**src/rtl/sid_bus_pkg.sv**
```systemverilog
// Shared definitions for the SID host bus: field positions, register map,
// sequencer state encoding and the queued command payload.
package sid_bus_pkg;

    localparam int unsigned STROBE_BIT  = 7;
    localparam int unsigned VOICE_LSB   = 3;
    localparam int unsigned ADDR_LSB    = 0;
    localparam int unsigned VOICE_W     = 2;
    localparam int unsigned ADDR_W      = 3;
    localparam int unsigned DATA_W      = 8;
    localparam int unsigned CMD_DELAY_W = 24;

    // Per-voice register map
    localparam logic [ADDR_W-1:0] REG_FREQ_LO = 3'd0;
    localparam logic [ADDR_W-1:0] REG_FREQ_HI = 3'd1;
    localparam logic [ADDR_W-1:0] REG_PW_LO   = 3'd2;
    localparam logic [ADDR_W-1:0] REG_PW_HI   = 3'd3;
    localparam logic [ADDR_W-1:0] REG_ATK     = 3'd4;
    localparam logic [ADDR_W-1:0] REG_SUS     = 3'd5;
    localparam logic [ADDR_W-1:0] REG_WAV     = 3'd6;

    // Filter/volume bank, selected with VOICE_FILT
    localparam logic [ADDR_W-1:0] REG_FC_LO    = 3'd0;
    localparam logic [ADDR_W-1:0] REG_FC_HI    = 3'd1;
    localparam logic [ADDR_W-1:0] REG_RES_FILT = 3'd2;
    localparam logic [ADDR_W-1:0] REG_MODE_VOL = 3'd3;

    localparam logic [VOICE_W-1:0] VOICE_FILT = 2'd3;

    typedef enum logic [2:0] {
        ST_IDLE,
        ST_SETUP,
        ST_STROBE,
        ST_HOLD,
        ST_WAIT
    } seq_state_e;

    typedef struct packed {
        logic [VOICE_W-1:0]     voice;
        logic [ADDR_W-1:0]      addr;
        logic [DATA_W-1:0]      data;
        logic [CMD_DELAY_W-1:0] delay;
    } sid_cmd_t;

    function automatic logic [7:0] bus_ctrl_word(input logic               strobe,
                                                 input logic [VOICE_W-1:0] voice,
                                                 input logic [ADDR_W-1:0]  addr);
        logic [7:0] w;
        w                        = '0;
        w[STROBE_BIT]            = strobe;
        w[VOICE_LSB +: VOICE_W]  = voice;
        w[ADDR_LSB  +: ADDR_W]   = addr;
        return w;
    endfunction

endpackage

```
**src/rtl/sid_reg_sequencer_if.sv**
```systemverilog
// Command channel into the register sequencer: valid/ready plus the write fields.
interface sid_reg_sequencer_if #(
    parameter int unsigned DELAY_W = 24
);
    logic               cmd_valid;
    logic               cmd_ready;
    logic [1:0]         cmd_voice;
    logic [2:0]         cmd_addr;
    logic [7:0]         cmd_data;
    logic [DELAY_W-1:0] cmd_delay;

    modport master (
        output cmd_valid, cmd_voice, cmd_addr, cmd_data, cmd_delay,
        input  cmd_ready
    );

    modport slave (
        input  cmd_valid, cmd_voice, cmd_addr, cmd_data, cmd_delay,
        output cmd_ready
    );
endinterface

```
**src/rtl/sid_cmd_fifo.sv**
```systemverilog
// Synchronous command queue; the head entry is read straight from the storage
// registers and ready is a registered !full that stays low during reset.
module sid_cmd_fifo
    import sid_bus_pkg::*;
#(
    parameter int unsigned DEPTH = 4
) (
    input  logic     clk,
    input  logic     rst_n,
    input  logic     push,
    input  sid_cmd_t wdata,
    input  logic     pop,
    output sid_cmd_t head,
    output logic     empty,
    output logic     empty_nxt_c,
    output logic     ready
);
    localparam int unsigned AW = $clog2(DEPTH);
    localparam int unsigned CW = AW + 1;

    sid_cmd_t        mem [DEPTH];
    logic [AW-1:0]   wr_ptr;
    logic [AW-1:0]   rd_ptr;
    logic [CW-1:0]   count;
    logic [CW-1:0]   count_n;
    logic            do_push;
    logic            do_pop;

    assign do_push     = push && ready;
    assign do_pop      = pop && (count != '0);
    assign count_n     = count + CW'(do_push) - CW'(do_pop);
    assign empty       = (count == '0);
    assign empty_nxt_c = (count_n == '0);
    assign head        = mem[rd_ptr];

    always_ff @(posedge clk) begin
        if (do_push) begin
            mem[wr_ptr] <= wdata;
        end
    end

    always_ff @(posedge clk) begin
        if (!rst_n) begin
            wr_ptr <= '0;
            rd_ptr <= '0;
            count  <= '0;
            ready  <= 1'b0;
        end else begin
            if (do_push) wr_ptr <= wr_ptr + AW'(1);
            if (do_pop)  rd_ptr <= rd_ptr + AW'(1);
            count <= count_n;
            ready <= (count_n != CW'(DEPTH));
        end
    end
endmodule

```
**src/rtl/sid_reg_sequencer.sv**
```systemverilog
// Replays queued SID register writes as setup / strobe / hold bus cycles,
// followed by an optional per-command idle gap.
module sid_reg_sequencer
    import sid_bus_pkg::*;
#(
    parameter int unsigned FIFO_DEPTH = 4,
    parameter int unsigned DELAY_W    = 24,
    parameter int unsigned SETUP_CYC  = 1,
    parameter int unsigned STROBE_CYC = 2,
    parameter int unsigned HOLD_CYC   = 1
) (
    input  logic                clk,
    input  logic                rst_n,
    sid_reg_sequencer_if.slave  cmd,
    output logic [7:0]          bus_ctrl,
    output logic [7:0]          bus_data,
    output logic                busy,
    output logic [15:0]         writes_done
);
    localparam int unsigned PH_W = 16;

    seq_state_e         state, state_n;
    logic [PH_W-1:0]    phase_cnt, phase_n;
    logic [DELAY_W-1:0] wait_cnt, wait_n;
    logic [7:0]         ctrl_n;
    logic [7:0]         data_n;
    logic               busy_n;
    logic [15:0]        done_n;

    sid_cmd_t           push_cmd;
    sid_cmd_t           head;
    logic               fifo_empty;
    logic               fifo_empty_nxt_c;
    logic               fifo_ready;
    logic               pop_c;

    assign push_cmd = '{voice: cmd.cmd_voice,
                        addr:  cmd.cmd_addr,
                        data:  cmd.cmd_data,
                        delay: CMD_DELAY_W'(cmd.cmd_delay)};
    assign cmd.cmd_ready = fifo_ready;

    sid_cmd_fifo #(.DEPTH(FIFO_DEPTH)) u_fifo (
        .clk         (clk),
        .rst_n       (rst_n),
        .push        (cmd.cmd_valid),
        .wdata       (push_cmd),
        .pop         (pop_c),
        .head        (head),
        .empty       (fifo_empty),
        .empty_nxt_c (fifo_empty_nxt_c),
        .ready       (fifo_ready)
    );

    // Next state and next registered bus values; the bus fields move only on pop.
    always_comb begin
        state_n   = state;
        phase_n   = phase_cnt;
        wait_n    = wait_cnt;
        ctrl_n    = bus_ctrl;
        data_n    = bus_data;
        done_n    = writes_done;
        pop_c     = 1'b0;

        unique case (state)
            ST_IDLE: begin
                if (!fifo_empty) begin
                    pop_c   = 1'b1;
                    state_n = ST_SETUP;
                    phase_n = PH_W'(SETUP_CYC - 1);
                    wait_n  = DELAY_W'(head.delay);
                    ctrl_n  = bus_ctrl_word(1'b0, head.voice, head.addr);
                    data_n  = head.data;
                end
            end
            ST_SETUP: begin
                if (phase_cnt == '0) begin
                    state_n            = ST_STROBE;
                    phase_n            = PH_W'(STROBE_CYC - 1);
                    ctrl_n[STROBE_BIT] = 1'b1;
                end else begin
                    phase_n = phase_cnt - PH_W'(1);
                end
            end
            ST_STROBE: begin
                if (phase_cnt == '0) begin
                    state_n            = ST_HOLD;
                    phase_n            = PH_W'(HOLD_CYC - 1);
                    ctrl_n[STROBE_BIT] = 1'b0;
                    done_n             = writes_done + 16'd1;
                end else begin
                    phase_n = phase_cnt - PH_W'(1);
                end
            end
            ST_HOLD: begin
                if (phase_cnt == '0) begin
                    state_n = (wait_cnt != '0) ? ST_WAIT : ST_IDLE;
                end else begin
                    phase_n = phase_cnt - PH_W'(1);
                end
            end
            ST_WAIT: begin
                wait_n = wait_cnt - DELAY_W'(1);
                if (wait_cnt <= DELAY_W'(1)) begin
                    state_n = ST_IDLE;
                end
            end
            default: begin
                state_n = ST_IDLE;
            end
        endcase

        busy_n = (state_n != ST_IDLE) || !fifo_empty_nxt_c;
    end

    always_ff @(posedge clk) begin
        if (!rst_n) begin
            state       <= ST_IDLE;
            phase_cnt   <= '0;
            wait_cnt    <= '0;
            bus_ctrl    <= '0;
            bus_data    <= '0;
            busy        <= 1'b0;
            writes_done <= '0;
        end else begin
            state       <= state_n;
            phase_cnt   <= phase_n;
            wait_cnt    <= wait_n;
            bus_ctrl    <= ctrl_n;
            bus_data    <= data_n;
            busy        <= busy_n;
            writes_done <= done_n;
        end
    end
endmodule

```
**src/flat_wrapper.sv**
```systemverilog
// flat-port wrapper written by rule: the top's interface ports become plain ports
module sid_reg_sequencer_flat import sid_bus_pkg::*;
#(
    parameter int unsigned FIFO_DEPTH = 4,
    parameter int unsigned DELAY_W    = 24,
    parameter int unsigned SETUP_CYC  = 1,
    parameter int unsigned STROBE_CYC = 2,
    parameter int unsigned HOLD_CYC   = 1
)
  (clk, rst_n, bus_ctrl, bus_data, busy, writes_done, cmd_cmd_valid, cmd_cmd_voice, cmd_cmd_addr, cmd_cmd_data, cmd_cmd_delay, cmd_cmd_ready);
  sid_reg_sequencer_if #(.DELAY_W(DELAY_W)) cmd_i ();
  input  logic clk;
  input  logic rst_n;
  output logic [7:0] bus_ctrl;
  output logic [7:0] bus_data;
  output logic busy;
  output logic [15:0] writes_done;
  input wire logic [$bits(cmd_i.cmd_valid)-1:0] cmd_cmd_valid;
  input wire logic [$bits(cmd_i.cmd_voice)-1:0] cmd_cmd_voice;
  input wire logic [$bits(cmd_i.cmd_addr)-1:0] cmd_cmd_addr;
  input wire logic [$bits(cmd_i.cmd_data)-1:0] cmd_cmd_data;
  input wire logic [$bits(cmd_i.cmd_delay)-1:0] cmd_cmd_delay;
  output wire logic [$bits(cmd_i.cmd_ready)-1:0] cmd_cmd_ready;
  assign cmd_i.cmd_valid = cmd_cmd_valid;
  assign cmd_i.cmd_voice = cmd_cmd_voice;
  assign cmd_i.cmd_addr = cmd_cmd_addr;
  assign cmd_i.cmd_data = cmd_cmd_data;
  assign cmd_i.cmd_delay = cmd_cmd_delay;
  assign cmd_cmd_ready = cmd_i.cmd_ready;
  sid_reg_sequencer #(.FIFO_DEPTH(FIFO_DEPTH), .DELAY_W(DELAY_W), .SETUP_CYC(SETUP_CYC), .STROBE_CYC(STROBE_CYC), .HOLD_CYC(HOLD_CYC)) u_core (.clk(clk), .rst_n(rst_n), .cmd(cmd_i), .bus_ctrl(bus_ctrl), .bus_data(bus_data), .busy(busy), .writes_done(writes_done));
endmodule
```
**config.mk**
```make
export PLATFORM = sky130hd
export DESIGN_NAME = sid_reg_sequencer_flat
export DESIGN_NICKNAME = d
export VERILOG_FILES = /design/src/rtl/sid_bus_pkg.sv /design/src/rtl/sid_reg_sequencer_if.sv /design/src/rtl/sid_cmd_fifo.sv /design/src/rtl/sid_reg_sequencer.sv /design/src/flat_wrapper.sv
export SDC_FILE = /design/constraint.sdc
export NUM_CORES = 1
export LEC_CHECK = 0
export ABC_AREA = 1
export CELL_PAD_IN_SITES_DETAIL_PLACEMENT = 0
export CELL_PAD_IN_SITES_GLOBAL_PLACEMENT = 2
export CORE_ASPECT_RATIO = 1.1
export CORE_UTILIZATION = 30
export CTS_CLUSTER_DIAMETER = 150
export CTS_CLUSTER_SIZE = 24
export DETAILED_ROUTE_END_ITERATION = 7
export HOLD_SLACK_MARGIN = 0.02
export PLACE_DENSITY = 0.71
export SETUP_SLACK_MARGIN = 0.3
export SLEW_MARGIN = 20
export SYNTH_ARGS = -nofsm -noshare
export SYNTH_HDL_FRONTEND = slang
export SYNTH_HIERARCHICAL = 1
export SYNTH_SLANG_ARGS = --single-unit
```
**constraint.sdc**
```tcl
create_clock -name clk -period 3.3 [get_ports clk]
set_clock_uncertainty 0.2 [all_clocks]
set_input_delay 0.66 -clock clk [delete_from_list [all_inputs] [get_ports clk]]
set_output_delay 0.66 -clock clk [all_outputs]
set_load 0.01 [all_outputs]
```
==> flow_summary.ini <==
[floorplan]
boundaryPins = 74
die-height_um = 199
initial_core_util_pct = 30.7
row_count = 71
die-area_sq_um = 36000
die_x_um = 181
core-area_sq_um = 34500

[pwr]
finalPower_uw = 10400
p_per_area_nw_per_um2 = 856
leakagePower_uw = 0.00444
ir_worst_vdd_mv = 0.389

[synth]
netlist_instances = 1168
synthTopCellsByArea = edfxtp_1 42%, dfxtp_1 16%, nor2_1 7.8%
netlist_area_sq_um = 10600
synth_edf_count = 148
yosysTopAreaCellShare_pct = 42.0
synth_area_per_cell_sq_um = 9.06
yosys.area.top_type = edfxtp_1
synthArstFlopShare_pct = 0
ys_ff_latch = 232
yosysWarnings = 6
yosysSeqAreaShare_pct = 57.9
synth_flop_cell = edfxtp_1
synth_cell_types = 45

[detailed_routing]
drtPass1Iterations = 5
via_per_inst = 4.69
drt-initial-drc-count = 317
detail_route.wl_per_cell_um = 15.6
drtAntennaViolNets = 0
vias = 7839
drcViolationCount = 0
wirelength_um = 26200

[critical_path]
cp-start-kind = flip-flop
worst_ep_arrival_time_ps = 3010
cp_common_cell = inv_1
cp-end-kind = flip-flop
crit_chain = nor2_1, nand2_2, inv_2, nor2_4, inv_1, nor2_2, ha_1, inv_1, ha_1, inv_1, fa_1, inv_1, nor2_1, a21boi_2, or2_2, nand2_1, inv_1, nand2_1
rr_worst_depth = 18
regToRegSetupSlack_ps = 530
cpMaxStageDelayCell = fa_1
cp-startpoint = u_core/u_fifo/count[1]
slowest_delay_ps = 450
crit-reg2reg-launch = u_core/u_fifo/count[1]
critPathKind = flip-flop to flip-flop
path_buf_inv = 6
worstPathRequired_ps = 3540
timing.rr.end = u_core/busy
path_delay_family = simple AND/OR/NAND/NOR gates
cp_max_fo = 5

[hold_path]
whs_endpoint = u_core/phase_cnt[15]
holdCritPathClass = flip-flop to flip-flop
holdPathStages = 2
min-delay-start = u_core/phase_cnt[15]

[clock_network]
clk_pin_slew_ps = 110
clkLatencyLatePin_ps = 490
numCtsBuffers = 13
cts_setup_buffers = 0
clock-sinks = 232
clockBufferDepth = 3
post_cts_hold_buffer_count = 0
cts_tree = yes
htreeDepth = 1
root_buffer = clkbuf_16

[final_layout]
antennaDiodeCount = 0
design.final.nets = 1280
area_growth_pct = 14.9
final_cell_mix = 215 x nor2_1, 196 x nand2_1, 148 x edfxtp_1
fin_util_pct = 35.3
fin_area_sq_um = 12200
mostFrequentLayoutCell = nor2_1
drive_gt1_share_pct = 6.97

[sta]
timing.slew.headroom_pct = 50.8
max_freq_ghz = 0.361
rsz0062_at_grt = no
fin_setup_tns_ps = 0
setup_viol = 0
finalHoldViolations = 0
min_period_over_period_pct = 83.8
fin_crit_ps = 2770
tightestPinTransition_ps = 738
drv_slew = 0

[global_route]
grt_start_max_net_pins = 75
track_usage_pct = 14.6
grt_pass1_wl_um = 41400
grt_pass1_vias = 7559
antenna_found_initial = 0
grt_overflow_total = 0

[placed_design]
port_buffers = 71
dp_hpwl_um = 17200
routabilityCongestion = 0.770
place_area_sq_um = 11800

[status]
status = completed

[job]
max_cap_violations = 0
flip-flops by register name (all words and copies together), names as in the netlist, named ones only:
signal                cells
u_core/busy               1
u_core/phase_cnt         16
u_core/u_fifo/rd_ptr      2
u_core/state              3
u_core/u_fifo/mem       148
u_core/u_fifo/count       3
u_core/bus_ctrl           6
u_core/u_fifo/ready       1
u_core/bus_data           8
u_core/u_fifo/wr_ptr      2
u_core/writes_done       16
u_core/wait_cnt          24
how the worst max path moves through the flow:
stage                                         end  slack [ps]  depth (start not counted)
final                                 u_core/busy         530                         18
after global routing                  u_core/busy         310                         18
after CTS                             u_core/busy         330                         18
after detailed placement              u_core/busy         100                         14
after global placement                u_core/busy         100                         14
after floorplan           u_core/u_fifo/mem[0][0]         270                          2
stage by stage:
step | hold WS (ps) | cells | worst slack (ps)
after floorplan | 246 | 1169 | 272
after global placement | 258 | 1651 | 103
after detailed placement | 266 | 1651 | 101
after CTS | 284 | 1672 | 327
after global routing | 294 | 1672 | 306
final | 291 | 1672 | 533
cells in the mapped netlist (2+ instances only):
library cell    n
buf_2          10
o21ai_2         3
nand3b_1        6
nor2_4          3
buf_4           7
inv_4           2
nand3_4         2
edfxtp_1      148
nand3_1        59
clkbuf_1       16
dfxtp_1        84
inv_2           8
nand2_2         4
clkinv_1        3
a21oi_1        42
nand2_1       197
o22ai_1        37
nand3_2         3
nor2_2         14
o211ai_1        4
a21boi_0        2
o21ai_1        42
inv_1         103
and2_1          2
o21ai_0        76
nor2_1        220
nand4_1        11
xnor2_1         3
xor2_1         10
ha_1           11
a31oi_1         3
a21boi_1        2
nor3_1         10
buf_6          10
cell families after synthesis:
group                    Yosys count  share of synthesized area, %
buffers and inverters            161                          6.85
adder cells (fa/ha/maj)           12                          1.49
other                              1                        0.0354
flip-flops                       232                          57.9
XOR/XNOR                          13                          1.08
AO/OA/AOI/OAI                    213                          10.9
AND/OR/NAND/NOR                  536                          21.7
timing repair:
action,4_1_cts,5_1_grt
setup endpoints to repair,1,1
resized for setup,1,7
pin swaps,0,1
final cells by class:
| type | instances | area (sq um) |
|---|---|---|
| clock buffer | 20 | 352 |
| clock inverter | 1 | 8.76 |
| fill | 3590 | 22300 |
| inverter | 116 | 440 |
| multi-input combinational | 776 | 3780 |
| sequential | 232 | 6130 |
| tap | 438 | 548 |
| timing repair buffer | 89 | 903 |
metal layers:
layer  vias up  share of wire, %  GRT usage (%)
li1       4014                 -              -
met1      3697                47           18.8
met2       107                49           26.3
met3        21               2.5           1.46
met4         0               1.7           3.55
met5         -                 0              0
power breakdown:
group / internal [uW] / switching, uW
Combinational: 1580 / 3290
Sequential: 3550 / 310
Clock: 750 / 936
Total: 5880 / 4540
worst min-delay path: stages (launching register included):
cell,delay [ps]
dfxtp_1,330
inv_1,70
a21oi_1,60
Power figures use the tool's default switching activity.
